**src/rtl/rsa_engine_ctrl.sv**
```systemverilog
// rsa_engine_ctrl: command/response sequencer for the RSA keygen and
// exponentiation engines, with argument checks, timeout and abort.
module rsa_engine_ctrl #(
   parameter int WORD_WIDTH     = 32,
   parameter int TIMEOUT_CYCLES = 65536
) (
   input  logic                          clk,
   input  logic                          rst_n,
   input  logic                          cmd_valid,
   output logic                          cmd_ready,
   input  logic [1:0]                    cmd_mode,
   input  logic [WORD_WIDTH/2-1:0]       cmd_seed,
   input  logic [WORD_WIDTH-1:0]         cmd_msg,
   input  logic [WORD_WIDTH-1:0]         cmd_exp,
   input  logic [WORD_WIDTH-1:0]         cmd_mod,
   input  logic                          abort,
   output logic                          busy,
   output logic                          kg_rst,
   output logic                          kg_start,
   output logic [WORD_WIDTH/2-1:0]       kg_seed,
   input  logic                          kg_done,
   input  logic [WORD_WIDTH-1:0]         kg_e,
   input  logic [WORD_WIDTH-1:0]         kg_d,
   input  logic [WORD_WIDTH-1:0]         kg_n,
   output logic                          me_rst,
   output logic                          me_start,
   output logic [WORD_WIDTH-1:0]         me_base,
   output logic [WORD_WIDTH-1:0]         me_exp,
   output logic [WORD_WIDTH-1:0]         me_mod,
   output logic [$clog2(WORD_WIDTH)-1:0] me_t,
   input  logic                          me_done,
   input  logic [WORD_WIDTH-1:0]         me_result,
   output logic                          rsp_valid,
   input  logic                          rsp_ready,
   output logic [2:0]                    rsp_status,
   output logic [WORD_WIDTH-1:0]         rsp_msg,
   output logic [WORD_WIDTH-1:0]         rsp_e,
   output logic [WORD_WIDTH-1:0]         rsp_d,
   output logic [WORD_WIDTH-1:0]         rsp_n
);

   localparam int HW = WORD_WIDTH / 2;
   localparam int TW = $clog2(WORD_WIDTH);
   localparam int CW = $clog2(TIMEOUT_CYCLES + 1);
   localparam logic [CW-1:0] CNT_LAST = CW'(TIMEOUT_CYCLES - 1);

   localparam logic [2:0] ST_OK      = 3'd0;
   localparam logic [2:0] ST_ERRMODE = 3'd1;
   localparam logic [2:0] ST_ERRARG  = 3'd2;
   localparam logic [2:0] ST_TIMEOUT = 3'd3;
   localparam logic [2:0] ST_ABORTED = 3'd4;

   typedef enum logic [2:0] {
      IDLE,
      KG_CLR,
      KG_RUN,
      ME_CLR,
      ME_RUN,
      RESP
   } state_t;

   state_t          state_q;
   logic            cmd_ready_q;
   logic            busy_q;
   logic            kg_rst_q;
   logic            kg_start_q;
   logic            me_rst_q;
   logic            me_start_q;
   logic [HW-1:0]   seed_q;
   logic [WORD_WIDTH-1:0] base_q;
   logic [WORD_WIDTH-1:0] exp_q;
   logic [WORD_WIDTH-1:0] mod_q;
   logic [TW-1:0]   me_t_q;
   logic [CW-1:0]   cnt_q;
   logic            rsp_valid_q;
   logic [2:0]      status_q;
   logic [WORD_WIDTH-1:0] msg_q;
   logic [WORD_WIDTH-1:0] e_q;
   logic [WORD_WIDTH-1:0] d_q;
   logic [WORD_WIDTH-1:0] n_q;

   function automatic logic [TW-1:0] msb_idx(
      input logic [WORD_WIDTH-1:0] v
   );
      logic [TW-1:0] r;
      r = '0;
      for (int i = 0; i < WORD_WIDTH; i++) begin
         if (v[i]) r = TW'(i);
      end
      return r;
   endfunction

   logic          accept;
   logic          mode_none;
   logic          mode_kg;
   logic          arg_bad;
   logic          run_kg;
   logic          run_done;
   logic [TW-1:0] me_t_d;

   assign accept    = cmd_valid & cmd_ready_q;
   assign mode_none = (cmd_mode == 2'b00);
   assign mode_kg   = (cmd_mode == 2'b01);
   assign arg_bad   = (cmd_exp == '0) | ~cmd_mod[0]
                    | (cmd_mod < WORD_WIDTH'(3));
   assign run_kg    = (state_q == KG_RUN);
   assign run_done  = run_kg ? kg_done : me_done;
   assign me_t_d    = msb_idx(exp_q);

   assign cmd_ready  = cmd_ready_q;
   assign busy       = busy_q;
   assign kg_rst     = kg_rst_q;
   assign kg_start   = kg_start_q;
   assign kg_seed    = seed_q;
   assign me_rst     = me_rst_q;
   assign me_start   = me_start_q;
   assign me_base    = base_q;
   assign me_exp     = exp_q;
   assign me_mod     = mod_q;
   assign me_t       = me_t_q;
   assign rsp_valid  = rsp_valid_q;
   assign rsp_status = status_q;
   assign rsp_msg    = msg_q;
   assign rsp_e      = e_q;
   assign rsp_d      = d_q;
   assign rsp_n      = n_q;

   always_ff @(posedge clk or negedge rst_n) begin
      if (!rst_n) begin
         state_q     <= IDLE;
         cmd_ready_q <= 1'b0;
         busy_q      <= 1'b0;
         kg_rst_q    <= 1'b1;
         kg_start_q  <= 1'b0;
         me_rst_q    <= 1'b1;
         me_start_q  <= 1'b0;
         seed_q      <= '0;
         base_q      <= '0;
         exp_q       <= '0;
         mod_q       <= '0;
         me_t_q      <= '0;
         cnt_q       <= '0;
         rsp_valid_q <= 1'b0;
         status_q    <= ST_OK;
         msg_q       <= '0;
         e_q         <= '0;
         d_q         <= '0;
         n_q         <= '0;
      end else begin
         unique case (state_q)
            IDLE: begin
               kg_rst_q    <= 1'b0;
               me_rst_q    <= 1'b0;
               cmd_ready_q <= 1'b1;
               if (accept) begin
                  cmd_ready_q <= 1'b0;
                  busy_q      <= 1'b1;
                  seed_q      <= cmd_seed;
                  base_q      <= cmd_msg;
                  exp_q       <= cmd_exp;
                  mod_q       <= cmd_mod;
                  unique case (1'b1)
                     mode_none: begin
                        state_q     <= RESP;
                        rsp_valid_q <= 1'b1;
                        status_q    <= ST_ERRMODE;
                        msg_q       <= '0;
                        e_q         <= '0;
                        d_q         <= '0;
                        n_q         <= '0;
                     end
                     mode_kg: begin
                        state_q  <= KG_CLR;
                        kg_rst_q <= 1'b1;
                     end
                     cmd_mode[1] & arg_bad: begin
                        state_q     <= RESP;
                        rsp_valid_q <= 1'b1;
                        status_q    <= ST_ERRARG;
                        msg_q       <= '0;
                        e_q         <= '0;
                        d_q         <= '0;
                        n_q         <= '0;
                     end
                     cmd_mode[1] & ~arg_bad: begin
                        state_q  <= ME_CLR;
                        me_rst_q <= 1'b1;
                     end
                     default: state_q <= IDLE;
                  endcase
               end
            end
            KG_CLR: begin
               state_q    <= KG_RUN;
               kg_rst_q   <= 1'b0;
               kg_start_q <= 1'b1;
               me_t_q     <= me_t_d;
               cnt_q      <= '0;
            end
            ME_CLR: begin
               state_q    <= ME_RUN;
               me_rst_q   <= 1'b0;
               me_start_q <= 1'b1;
               me_t_q     <= me_t_d;
               cnt_q      <= '0;
            end
            KG_RUN, ME_RUN: begin
               // done wins over abort, abort wins over timeout
               if (run_done) begin
                  state_q     <= RESP;
                  kg_start_q  <= 1'b0;
                  me_start_q  <= 1'b0;
                  rsp_valid_q <= 1'b1;
                  status_q    <= ST_OK;
                  msg_q       <= run_kg ? '0 : me_result;
                  e_q         <= run_kg ? kg_e : '0;
                  d_q         <= run_kg ? kg_d : '0;
                  n_q         <= run_kg ? kg_n : '0;
               end else if (abort || cnt_q == CNT_LAST) begin
                  state_q     <= RESP;
                  kg_start_q  <= 1'b0;
                  me_start_q  <= 1'b0;
                  kg_rst_q    <= run_kg;
                  me_rst_q    <= ~run_kg;
                  rsp_valid_q <= 1'b1;
                  status_q    <= abort ? ST_ABORTED : ST_TIMEOUT;
                  msg_q       <= '0;
                  e_q         <= '0;
                  d_q         <= '0;
                  n_q         <= '0;
               end else begin
                  cnt_q <= cnt_q + CW'(1);
               end
            end
            RESP: begin
               kg_rst_q <= 1'b0;
               me_rst_q <= 1'b0;
               if (rsp_ready) begin
                  state_q     <= IDLE;
                  rsp_valid_q <= 1'b0;
                  cmd_ready_q <= 1'b1;
                  busy_q      <= 1'b0;
               end
            end
            default: state_q <= IDLE;
         endcase
      end
   end

endmodule

```
**config.mk**
```make
export PLATFORM = sky130hd
export DESIGN_NAME = rsa_engine_ctrl
export DESIGN_NICKNAME = d
export VERILOG_FILES = /design/src/rtl/rsa_engine_ctrl.sv
export SDC_FILE = /design/constraint.sdc
export NUM_CORES = 1
export LEC_CHECK = 0
export CAP_MARGIN = 10
export CORE_AREA = 2 2 194 196
export DETAILED_ROUTE_END_ITERATION = 12
export DIE_AREA = 0 0 196 198
export DONT_BUFFER_PORTS = 1
export PLACE_DENSITY = 0.48
export SETUP_SLACK_MARGIN = 0.15
export SLEW_MARGIN = 20
export SYNTH_ARGS = -nofsm -noshare
export SYNTH_HDL_FRONTEND = slang
export SYNTH_SLANG_ARGS = --single-unit
```
**constraint.sdc**
```tcl
create_clock -name clk -period 3.4 [get_ports clk]
set_clock_uncertainty 0.15 [all_clocks]
set_input_delay 0.85 -clock clk [delete_from_list [all_inputs] [get_ports clk]]
set_output_delay 0.85 -clock clk [all_outputs]
set_load 0.02 [all_outputs]
```
After elaboration in Yosys (flattened, before gate mapping):

Cells that the tools add are included.

* add/sub/neg operators: 1
* $lt $le $gt $ge: 1
* equal/unequal tests: 15
* mux-type cells: 87
* bitwise logic cells: 8
* reduce and logical (&&, ||, !) cells: 29

Operators by type and width (count)
* 32-bit two-way mux: 11
* 32-bit one-hot mux with 2 select lines: 4
* 5-bit two-way mux: 16
* 3-bit two-way mux: 12
* 17-bit two-way mux: 2
* 17-bit one-hot mux with 2 select lines: 1
* 32-bit zero test: 1
* 32-bit by 2-bit less-than comparator with 1-bit output (second input constant): 1
* 4-bit two-way mux: 8
* 1-bit two-way mux: 20
* 17-bit by 1-bit adder with 17-bit output (second input constant): 1
* 17-bit by 16-bit == test with 1-bit output (second input constant): 1
* 3-bit one-hot mux with 5 select lines: 1
* 3-bit AND reduction: 5
* 2-bit != test (second input constant): 6
* 3-bit one-hot mux with 2 select lines: 2
* 2-bit nonzero test: 5
* 2-bit OR reduction: 5
* 1-bit one-hot mux with 3 select lines: 3
* 3-bit one-hot mux with 3 select lines: 1
* 3-bit nonzero test: 3
* 1-bit one-hot mux with 2 select lines: 4
* 2-bit AND reduction: 4
* 4-bit AND reduction: 2
* 13 further kinds: 22

* register bits after elaboration: 275
* logic and storage cells: 160

Longest topological paths before layout:

* depth in word-level cells: 31
* depth in mapped cells: 14

Least setup slack after synthesis:

Ideal clock, no wire load.

* kind: register to register
* from: reg cnt_q[5]
* to: reg d_q[26], in the netlist rsp_d[26]
* data arrival time: 2.738 ns
* required time: 3.129 ns
* path slack: 0.391 ns
* cell stages (with the launch flop): 15
* buffers on the path: 3
* clock period less this slack: 3.009 ns
* cells stage by stage: dfrtp_1 > and4_1 > and3_1 > nand3_1 > nor3_1 > ha_1 > or2_1 > a211o_1 > nand2_1 > or3_1 > o22a_1 > buf_2 > buf_2 > buf_2 > a22o_1

* longest elaborated chain between the ends: 4

RTL lines
* start: declaration: RTL line 74 `logic [CW-1:0] cnt_q;`
* start signal: assignment: RTL line 232 `cnt_q <= cnt_q + CW'(1);`
* 17-bit by 16-bit == test with 1-bit output: RTL line 219 `end else if (abort || cnt_q == CNT_LAST) begin`
* 1-bit logical OR: RTL line 219
* 3-bit != test (no source line)
* 4-bit AND reduction (no source line)
* end signal: assignment: RTL line 217 `d_q <= run_kg ? kg_d : '0;`
* end: declaration: RTL line 79 `logic [WORD_WIDTH-1:0] d_q;`

Every way passes these cells.
A chain may end at the register's enable or synchronous reset.

Worst setup path after layout:

* from: reg cnt_q[10]
* to: reg cnt_q[8]

* longest elaborated chain between the ends: 4

RTL lines (RTL line)
* 17-bit by 16-bit == test with 1-bit output: 219
* 1-bit logical OR: 219
* 2-bit != test (no source line)
* 3-bit AND reduction (no source line)

Every way passes these cells.

==> results.sh <==
export IMPL_drt_initial_drc_count=301
export IMPL_fp_dieArea_sq_mm=0.0388
export IMPL_synthesis_nets=1050
export IMPL_finalSetupTns_ns=0
export IMPL_synthesis_area_sq_mm=0.0109
export IMPL_cts_root_buffer="clkbuf_16"
export IMPL_worstReg2RegStart="cnt_q[10]"
export IMPL_avgRoutedWirePerCell_microns=23.4
export IMPL_reg2reg_to="cnt_q[8]"
export IMPL_cp_slowest_stage_delay_ns=0.46
export IMPL_area_delta_synth_final_pct=15.8
export IMPL_crit_chain="and3_1 > and3_1 > nand3_1 > nor3_2 > ha_1 > or2_1 > or3_1 > o32a_2 > nor4b_2 > xnor2_1 > nor2_1"
export IMPL_drtPass1Iterations=4
export IMPL_final_cell_mix="dfrtp_1, a22o_1, mux2_2, nor2_1, clkbuf_16"
export IMPL_p_leak_uw=0.00553
export IMPL_place_congestion=0.788
export IMPL_holdWs_ns=-0.152
export IMPL_grt_max_degree=276
export IMPL_grt_usage_pct=14.5
export IMPL_synth_simple_area_share_pct=6.33
export IMPL_num_io_pins=504
export IMPL_vias_per_cell=5.14
export IMPL_worstPathRequired_ns=3.69
export IMPL_htree_levels=1
export IMPL_yosys_warnings=0
export IMPL_grt_setup_unrepaired="no"
export IMPL_synth_async_reset_ratio_pct=100
export IMPL_initial_utilization_pct=29.4
export IMPL_num_rows=71
export IMPL_slowest_stage="o32a_2"
export IMPL_violations="hold timing"
export IMPL_status="complete, but fails checks"
export IMPL_synthCells=799
export IMPL_dpl_hpwl_microns=21800
export IMPL_crit_arrival_ns=3.38
export IMPL_synth_ff_type="dfrtp_1"
export IMPL_route_detailed_drc=0
export IMPL_hold_viol=273
export IMPL_r2r_slack_ns=0.31
export IMPL_worstMarginPinSlew_ns=1.09
export IMPL_cts_sinks=275
export IMPL_vias=6690
export IMPL_grt_ovfl_total=0
export IMPL_cp_end_kind="flip-flop"
export IMPL_path_max_fanout=12
export IMPL_synthXorXnorAreaFrac_pct=1.05
export IMPL_fmax_mhz=323
export IMPL_portBuffers=0
export IMPL_min_path_type="in2async"
export IMPL_ys_ff_latch=275
export IMPL_cts_buffers=31
export IMPL_powerDensity_mw_per_mm2=1090
export IMPL_fillers=3630
export IMPL_fin_crit_ns=3.09
export IMPL_cts_tree="done"
export IMPL_synthAdderAreaFrac_pct=0.231
export IMPL_critPathLaunchType="flip-flop"
export IMPL_max_slew_margin_pct=27.4
export IMPL_die_w_microns=196
export IMPL_coreArea_sq_mm=0.0370
export IMPL_crit_top_cell="and3_1"
export IMPL_die_height_microns=198
export IMPL_antenna_cells=0
export IMPL_synth_top_family_by_area="compound AO/OA/AOI/OAI gates"
export IMPL_seq_area_frac_synth_pct=63.4
export IMPL_drive_above_1_share_pct=24.4
export IMPL_first_global_vias=6922
export IMPL_max_cap_violations=0
export IMPL_routed_wl_microns=30500
export IMPL_peakVddDrop_mv=0.590
export IMPL_antenna_found_initial=0
export IMPL_synth_cell_types=58
export IMPL_synth_edf_count=0
export IMPL_grt_pass1_wl_microns=43900
export IMPL_seq_area_sq_mm=0.00688
export IMPL_fin_nets=1057
export IMPL_muxShareOfSynthArea_pct=11.9
export IMPL_clkSlewWorstSetupHoldPaths_ns=0.06
export IMPL_postSynthAreaPerCell_sq_um=13.6
export IMPL_final_common_cell="dfrtp_1"
export IMPL_ant_nets=0
export IMPL_worstRegToRegCells=11
export IMPL_clock_latency_ns=0.55
export IMPL_multi_input_area_sq_mm=0.00378
export IMPL_slew_violations=0
export IMPL_synth_compound_area_share_pct=14.7
export IMPL_clk_path_buf_depth=3
export IMPL_period_share_pct=91.0
export IMPL_setup_violations_final=0
export IMPL_crit_type="reg2reg"
repair_timing:
action                                  4_1_cts  5_1_grt
resized for setup                             0        6
endpoints found under the setup margin        0       76
setup buffers                                 0        1
endpoints found under the hold margin       275      273
stage by stage:
stage	utilization (%)	worst slack, ns	instances	instance area, sq um	power [uW]
2_1_floorplan	-	0.391	799	10900	9260
3_3_place_gp	31.1	0.253	1246	11500	10400
3_5_place_dp	31.1	0.203	1246	11500	10400
4_1_cts	33.9	0.204	1300	12500	13900
5_1_grt	34.0	0.167	1301	12600	14400
6_report	34.0	0.307	1301	12600	13700
report_power, final:
part	internal [uW]	switching, uW	leakage, uW	total [uW]
Clock	2040	1310	0.000509	3340
Combinational	1570	1410	0.00151	2980
Sequential	4550	2840	0.00351	7390
Total	8150	5550	0.00553	13700
routing by layer:
layer	vias to the layer above	GRT usage (%)	share of wire (%)
li1	3000	-	-
met1	3276	17.2	39
met2	353	23.8	47
met3	61	5.89	11
met4	0	5.53	2.9
met5	-	0	0
worst max path at each step:
stage / cells past startpoint / end / slack, ns / start
after global routing: 12 / rsp_status[1] / 0.17 / cnt_q[6]
after detailed placement: 7 / rsp_status[1] / 0.20 / cmd_exp[31]
final: 11 / cnt_q[8] / 0.31 / cnt_q[10]
after global placement: 11 / cnt_q[8] / 0.25 / cnt_q[5]
after CTS: 11 / cnt_q[8] / 0.20 / cnt_q[5]
after floorplan: 14 / rsp_d[26] / 0.39 / cnt_q[5]
critical path, delay by kind of cell (launching register included):
family / cells / cell delay [ns]
fa+ha+maj: 1 / 0.18
flops: 1 / 0.41
xor+xnor: 1 / 0.16
simple gates: 8 / 1.61
compound gates: 1 / 0.46
cell type report:
type	count	area share [%]
clock buffer	43	7.09
clock inverter	11	1.09
inverter	11	0.329
multi-input combinational	464	30.1
sequential	275	54.8
tap	474	4.72
timing repair buffer	23	1.87
flip-flops by register name, indices dropped and copies added (netlist names), 3 cells and up:
register / cells
me_t: 5
me_mod: 32
state_q: 3
rsp_e: 32
kg_seed: 16
rsp_msg: 32
me_exp: 32
me_base: 32
rsp_n: 32
rsp_d: 32
cnt_q: 17
rsp_status: 3
cells by family (layout without fill, tap and decap cells):
| group | count (synthesis) | count (layout) |
|---|---|---|
| AO/OA/AOI/OAI | 200 | 200 |
| XOR/XNOR | 13 | 13 |
| adder cells (fa/ha/maj) | 2 | 2 |
| buffers and inverters | 60 | 88 |
| flip-flops | 275 | 275 |
| multiplexers | 115 | 115 |
| AND/OR/NAND/NOR | 134 | 134 |
cell usage after synthesis (3+ instances only):
master / n / area, sq um
inv_1: 10 / 37.5
xnor2_1: 8 / 70.1
dfrtp_1: 273 / 6830
mux2_2: 112 / 1260
clkbuf_1: 26 / 97.6
o21ai_0: 14 / 70.1
and3_1: 3 / 18.8
a22o_1: 131 / 1150
or3_1: 4 / 25.0
nor3_1: 12 / 60.1
buf_4: 3 / 22.5
a21oi_1: 21 / 105
nand2_1: 20 / 75.1
o31ai_1: 4 / 30.0
a31oi_1: 3 / 18.8
nor3b_1: 4 / 30.0
a211oi_1: 3 / 22.5
nor4_1: 19 / 119
nand4_1: 7 / 43.8
xor2_1: 5 / 43.8
a31o_2: 3 / 26.3
nor2_1: 43 / 161
nand3_1: 6 / 30.0
buf_2: 14 / 70.1
buf_1: 6 / 22.5
Note: power is estimated with default switching activity, not from simulation.
